==> src/rtl/packet_struct_pkg.sv <==
// Shared packet field layouts and checksum constants for the transmit path.
// Also holds the final fold step so the IP header checksum stage can reuse it.
package packet_struct_pkg;

  localparam int IP_ADDR_W            = 32;
  localparam int TOT_LEN_W            = 16;
  localparam int TCP_HDR_BYTES        = 20;
  localparam int TCP_HDR_W            = TCP_HDR_BYTES * 8;
  localparam int TCP_PSEUDO_HDR_BYTES = 12;
  localparam logic [7:0] IP_PROTO_TCP = 8'd6;

  // Pseudo-header plus TCP header, in 16-bit words.
  localparam int CHKSUM_WORDS = (TCP_PSEUDO_HDR_BYTES + TCP_HDR_BYTES) / 2;
  localparam int CHKSUM_ACC_W = 21;

  typedef struct packed {
    logic [15:0] src_port;
    logic [15:0] dst_port;
    logic [31:0] seq_num;
    logic [31:0] ack_num;
    logic [3:0]  raw_data_offset;
    logic [3:0]  reserved;
    logic [7:0]  flags;
    logic [15:0] window;
    logic [15:0] chksum;
    logic [15:0] urg_ptr;
  } tcp_pkt_hdr;

  typedef enum logic [1:0] {
    ST_IDLE,
    ST_SUM,
    ST_FOLD,
    ST_OUT
  } chk_state_e;

  // Two end-around-carry folds bring any 21-bit sum into 16 bits; then invert.
  function automatic logic [15:0] fold_chksum(input logic [CHKSUM_ACC_W-1:0] acc);
    logic [16:0] s;
    s = {1'b0, acc[15:0]} + {12'd0, acc[CHKSUM_ACC_W-1:16]};
    s = {1'b0, s[15:0]} + {16'd0, s[16]};
    return ~s[15:0];
  endfunction

endpackage

==> src/rtl/ones_comp_adder_tree.sv <==
// Combinational sum of N 16-bit words into a wide accumulator-sized result.
// Carries are kept, not folded, so the caller decides when to fold.
module ones_comp_adder_tree
  import packet_struct_pkg::*;
#(
  parameter int N_WORDS = 4
) (
  input  logic [N_WORDS*16-1:0]    words,
  output logic [CHKSUM_ACC_W-1:0]  sum
);

  // NOTE: combinational logic uses blocking '=' and assigns every output first,
  // so the loop reads as a running sum and no latch can be inferred.
  always_comb begin
    sum = '0;
    for (int i = 0; i < N_WORDS; i++) begin
      sum = sum + CHKSUM_ACC_W'(words[i*16 +: 16]);
    end
  end

endmodule

==> src/rtl/tcp_hdr_chksum_fill.sv <==
// Fills the TCP checksum over IPv4 pseudo-header + 20-byte header + payload partial sum.
// Iterative: ADDS_PER_CYCLE words per cycle, then a one-cycle fold, then a held output.
module tcp_hdr_chksum_fill
  import packet_struct_pkg::*;
#(
  parameter int ADDS_PER_CYCLE = 4
) (
  input  logic                  clk,
  input  logic                  rst,
  input  logic                  in_tcp_hdr_val,
  output logic                  in_tcp_hdr_rdy,
  input  tcp_pkt_hdr            in_tcp_hdr,
  input  logic [IP_ADDR_W-1:0]  in_src_ip,
  input  logic [IP_ADDR_W-1:0]  in_dst_ip,
  input  logic [TOT_LEN_W-1:0]  in_tcp_len,
  input  logic [15:0]           in_payload_chksum,
  output logic                  out_tcp_hdr_val,
  input  logic                  out_tcp_hdr_rdy,
  output tcp_pkt_hdr            out_tcp_hdr
);

  localparam int IDX_W     = $clog2(CHKSUM_WORDS) + 1;
  localparam int HDR_WORDS = TCP_HDR_BYTES / 2;

  chk_state_e               state;
  logic [IP_ADDR_W-1:0]     src_q;
  logic [IP_ADDR_W-1:0]     dst_q;
  logic [TOT_LEN_W-1:0]     len_q;
  logic [CHKSUM_ACC_W-1:0]  acc;
  logic [IDX_W-1:0]         idx;
  logic [IDX_W-1:0]         idx_nxt;

  tcp_pkt_hdr               hdr_clr;
  logic [TCP_HDR_W-1:0]     hdr_bits;
  logic [15:0]              words [CHKSUM_WORDS];
  logic [IDX_W-2:0]         widx;
  logic [ADDS_PER_CYCLE*16-1:0] sel_words;
  logic [CHKSUM_ACC_W-1:0]  tree_sum;

  always_comb begin
    hdr_clr        = in_tcp_hdr;
    hdr_clr.chksum = '0;
  end

  // The header register doubles as the output; its chksum is zero until FOLD.
  assign hdr_bits = out_tcp_hdr;
  assign idx_nxt  = idx + IDX_W'(ADDS_PER_CYCLE);

  always_comb begin
    words[0] = src_q[31:16];
    words[1] = src_q[15:0];
    words[2] = dst_q[31:16];
    words[3] = dst_q[15:0];
    words[4] = {8'd0, IP_PROTO_TCP};
    words[5] = len_q;
    for (int i = 0; i < HDR_WORDS; i++) begin
      words[6+i] = hdr_bits[TCP_HDR_W-1-16*i -: 16];
    end
  end

  always_comb begin
    sel_words = '0;
    widx      = '0;
    for (int i = 0; i < ADDS_PER_CYCLE; i++) begin
      widx = idx[IDX_W-2:0] + (IDX_W-1)'(i);
      sel_words[i*16 +: 16] = words[widx];
    end
  end

  ones_comp_adder_tree #(
    .N_WORDS (ADDS_PER_CYCLE)
  ) u_adder (
    .words (sel_words),
    .sum   (tree_sum)
  );

  // NOTE: registers use non-blocking '<=' so every branch sees pre-edge values.
  always_ff @(posedge clk or posedge rst) begin
    if (rst) begin
      state           <= ST_IDLE;
      in_tcp_hdr_rdy  <= 1'b0;
      out_tcp_hdr_val <= 1'b0;
      out_tcp_hdr     <= '0;
      src_q           <= '0;
      dst_q           <= '0;
      len_q           <= '0;
      acc             <= '0;
      idx             <= '0;
    end else begin
      case (state)
        ST_IDLE: begin
          in_tcp_hdr_rdy <= 1'b1;
          if (in_tcp_hdr_val && in_tcp_hdr_rdy) begin
            out_tcp_hdr    <= hdr_clr;
            src_q          <= in_src_ip;
            dst_q          <= in_dst_ip;
            len_q          <= in_tcp_len;
            acc            <= {{(CHKSUM_ACC_W-16){1'b0}}, in_payload_chksum};
            idx            <= '0;
            in_tcp_hdr_rdy <= 1'b0;
            state          <= ST_SUM;
          end
        end
        ST_SUM: begin
          acc <= acc + tree_sum;
          idx <= idx_nxt;
          if (idx_nxt == IDX_W'(CHKSUM_WORDS)) state <= ST_FOLD;
        end
        ST_FOLD: begin
          // A fold of 16'hFFFF yields 16'h0000 and is sent unchanged.
          out_tcp_hdr.chksum <= fold_chksum(acc);
          out_tcp_hdr_val    <= 1'b1;
          state              <= ST_OUT;
        end
        ST_OUT: begin
          if (out_tcp_hdr_rdy) begin
            out_tcp_hdr_val <= 1'b0;
            in_tcp_hdr_rdy  <= 1'b1;
            state           <= ST_IDLE;
          end
        end
        default: state <= ST_IDLE;
      endcase
    end
  end

endmodule

==> config.mk <==
export PLATFORM = sky130hd
export DESIGN_NAME = tcp_hdr_chksum_fill
export DESIGN_NICKNAME = d
export VERILOG_FILES = /design/src/rtl/packet_struct_pkg.sv /design/src/rtl/ones_comp_adder_tree.sv /design/src/rtl/tcp_hdr_chksum_fill.sv
export SDC_FILE = /design/constraint.sdc
export NUM_CORES = 1
export LEC_CHECK = 0
export ABC_CLOCK_PERIOD_IN_PS = 19700
export CORE_MARGIN = 2
export CORE_UTILIZATION = 33
export DETAILED_ROUTE_END_ITERATION = 10
export HOLD_SLACK_MARGIN = 0.08
export REMOVE_ABC_BUFFERS = 1
export SETUP_SLACK_MARGIN = 0.3
export SLEW_MARGIN = 10
export SYNTH_ARGS = -nofsm -noshare
export SYNTH_HDL_FRONTEND = slang
export SYNTH_SLANG_ARGS = --single-unit
==> constraint.sdc <==
create_clock -name clk -period 19.7 [get_ports clk]
set_input_delay 3.94 -clock clk [delete_from_list [all_inputs] [get_ports clk]]
set_output_delay 3.94 -clock clk [all_outputs]
set_load 0.005 [all_outputs]
==> results_dict.tcl <==
set metrics [dict create \
    status "finished, final reports clean" \
    final_util 0.467 \
    grt_max_degree 113 \
    finalClockSkew_ps 25.2 \
    grtUsageTotal 0.204 \
    fp.dieH_um 216 \
    netlist-cell-type-count 59 \
    clkTransAtPathRegs_ps 60 \
    route.top_layer_used "met5" \
    io_pins 422 \
    route.met3.wl_mm 2.77 \
    yosysTopAreaCellShare 0.451 \
    rsz0062_at_grt "false" \
    fill_cells 4299 \
    postCtsSetupBuffers 0 \
    cts_max_level 2 \
    yosysWarnings 0 \
    slew_headroom 0.258 \
    timing.fmax_ghz 0.130 \
    ys.flop_type "dfrtp_1" \
    seq_area_frac_synth 0.451 \
    gp_congestion 0.830 \
    worst_slew_pin_slew_ps 1110 \
    grt_pass1_wl_mm 74.7 \
    drt-met1-wl_mm 20.7 \
    path_cells "buf_4 > buf_4 > mux4_2 > ha_1 > a21o_1 > or3_1 > o221a_2 > o41ai_1 > a2bb2oi_1 > nor2b_1 > xnor2_1 > fa_1 > inv_1 > fa_1 > inv_1 > ha_1 > nand3_1 > nand2b_1 > o2111ai_1 > a21boi_0 > o21bai_1 > or4b_2 > o211ai_1" \
    drc 0 \
    dp_hpwl_mm 34.7 \
    antenna_found_initial 3 \
    drt_first_pass_iters 9 \
    fp.dieArea_um2 46800 \
    grt_pass1_vias 13216 \
    max-cap-violations 0 \
    cp_max_fo 28 \
    numCtsBuffers 35 \
    synth_area_um2 14900 \
    cts-root-buf "clkbuf_16" \
    die_x_um 216 \
    slew_violations 0 \
    finalNetCount 2389 \
    crit_type "reg -> reg" \
    hold_path.class "reg -> reg" \
    hold_viol 0 \
    drt_iter0_markers 844 \
    clockBufferDepth 3 \
    ctsHoldBuffers 0 \
    synth.largest_area_cell "dfrtp_1" \
    vias 12718 \
    vias_per_cell 4.78 \
    ant_nets 0 \
    synth-edff-count 0 \
    cts_tree "yes" \
    ys_ff_latch 268 \
    crit_path_max_incr_delay_ps 770 \
    worst_path_max_delay_cell "dfrtp_4" \
    clock_sink_count 268 \
    finalSetupViolCount 0 \
    clkLatencyLatePin_ps 550 \
    cts_resized 0 \
    met2_length_mm 23.1 \
    tns_ps 0 \
    required_ps 20150 \
    avgSynthCellArea_um2 8.92 \
    start_util 0.335 \
    startpoint_type "flip-flop" \
    syn_inst 1668 \
    drive_gt1_frac 0.0662 \
    routed_wl_mm 47.6 \
    min_period_over_period 0.390 \
    min_period_ps 7690 \
    grt_remaining_overflow 0 \
    area_growth_pct 39.3 \
    synth-async-reset-ratio 1.00 \
    whs_ps 468 \
    routedWlPerCell_um 17.9 \
    io_buffers 405 \
    crit_path_end_kind "flip-flop" \
    design.core.area_um2 44400 \
    synth_area_leaders "dfrtp_1 45%, nand2_1 19%, mux4_2 7.3%" \
    cp.arrival_ps 8150 \
    row_count 77 \
]
==> synthesized netlist by cell type (all sizes together) (3+ instances only) <==
master   instances
a2111oi          3
a211oi           9
a21boi           4
a21o            10
a21oi           35
a22oi            9
a31oi            5
a32o             3
and3             7
buf             16
clkbuf          65
dfrtp          268
fa              34
ha              51
inv            101
mux2i           16
mux4            48
nand2          734
nand2b           5
nand3           13
nand4            4
nor2            34
nor2b            7
nor3             8
nor3b            3
o2111ai          5
o211ai           3
o21a             9
o21ai           69
o21bai           6
o22ai            4
or3              4
xnor2           34
xor2            14
==> cells in the final DEF (no fill, tap or decap), types with 36 or more instances in the layout <==
cell type and n:
mux4_2 48, clkbuf_16 36, o21ai_0 66, dfrtp_1 266, inv_1 100, ha_1 51
nand2_1 734, clkdlybuf4s50_1 405
==> sequential cells by signal, summed over array words and instances (netlist names) <==
register         flops
in_tcp_hdr_rdy       1
len_q               16
out_tcp_hdr_val      1
idx                  3
acc                 21
state                2
src_q               32
dst_q               32
out_tcp_hdr        160
==> cell type report <==
cell class | count | area, um2 | share of cell area
Timing Repair Buffer | 420 | 4170 | 0.201
Tap cell | 592 | 741 | 0.0357
Inverter | 101 | 387 | 0.0187
Multi-Input combinational cell | 1218 | 7520 | 0.363
Clock inverter | 10 | 128 | 0.00616
Antenna cell | 2 | 5.00 | 0.000241
Sequential cell | 268 | 6710 | 0.324
Clock buffer | 52 | 1070 | 0.0517
==> routing by layer <==
layer	global-route usage	vias up
met5	0	-
met4	0.0578	2
met1	0.266	6154
met3	0.0459	70
li1	-	6188
met2	0.343	304
==> worst max-delay path, delay by kind of cell, from the launching register on <==
kind            cells  cell delay (ps)
compound gates      8             1990
fa+ha+maj           4             1770
flops               1              770
buf+inv             4             1000
xor+xnor            1              110
mux                 1              590
simple gates        5             1350
==> path summary, 6_finish.rpt <==
check,startpoint,end,slack (ps),cells past startpoint
worst max-delay path,idx[3],acc[20],12010,23
worst min-delay path,len_q[14],len_q[14],470,2
worst max register to register,idx[3],acc[20],12010,23
worst min register to register,len_q[14],len_q[14],470,2
max in group asynchronous,rst,idx[2],13940,3
min in group asynchronous,rst,out_tcp_hdr[8],3920,2
==> logic make-up after synthesis <==
logic type / count (synthesis) / synth area share
simple gates: 829 / 0.220
mux: 66 / 0.0849
compound gates: 190 / 0.0819
buf+inv: 182 / 0.0460
flops: 268 / 0.451
fa+ha+maj: 85 / 0.0886
xor+xnor: 48 / 0.0282
==> stage by stage <==
step | cell area, um2 | instances | setup slack (ps)
floorplan | 14600 | 1587 | 5260
global placement | 19500 | 2599 | 12010
detailed placement | 19500 | 2599 | 11930
CTS | 20700 | 2661 | 11920
global route | 20700 | 2663 | 11420
finish | 20700 | 2663 | 12010
Power is not shown: default switching activity piles up to over one toggle a cycle in this logic, so the estimate is an artifact.
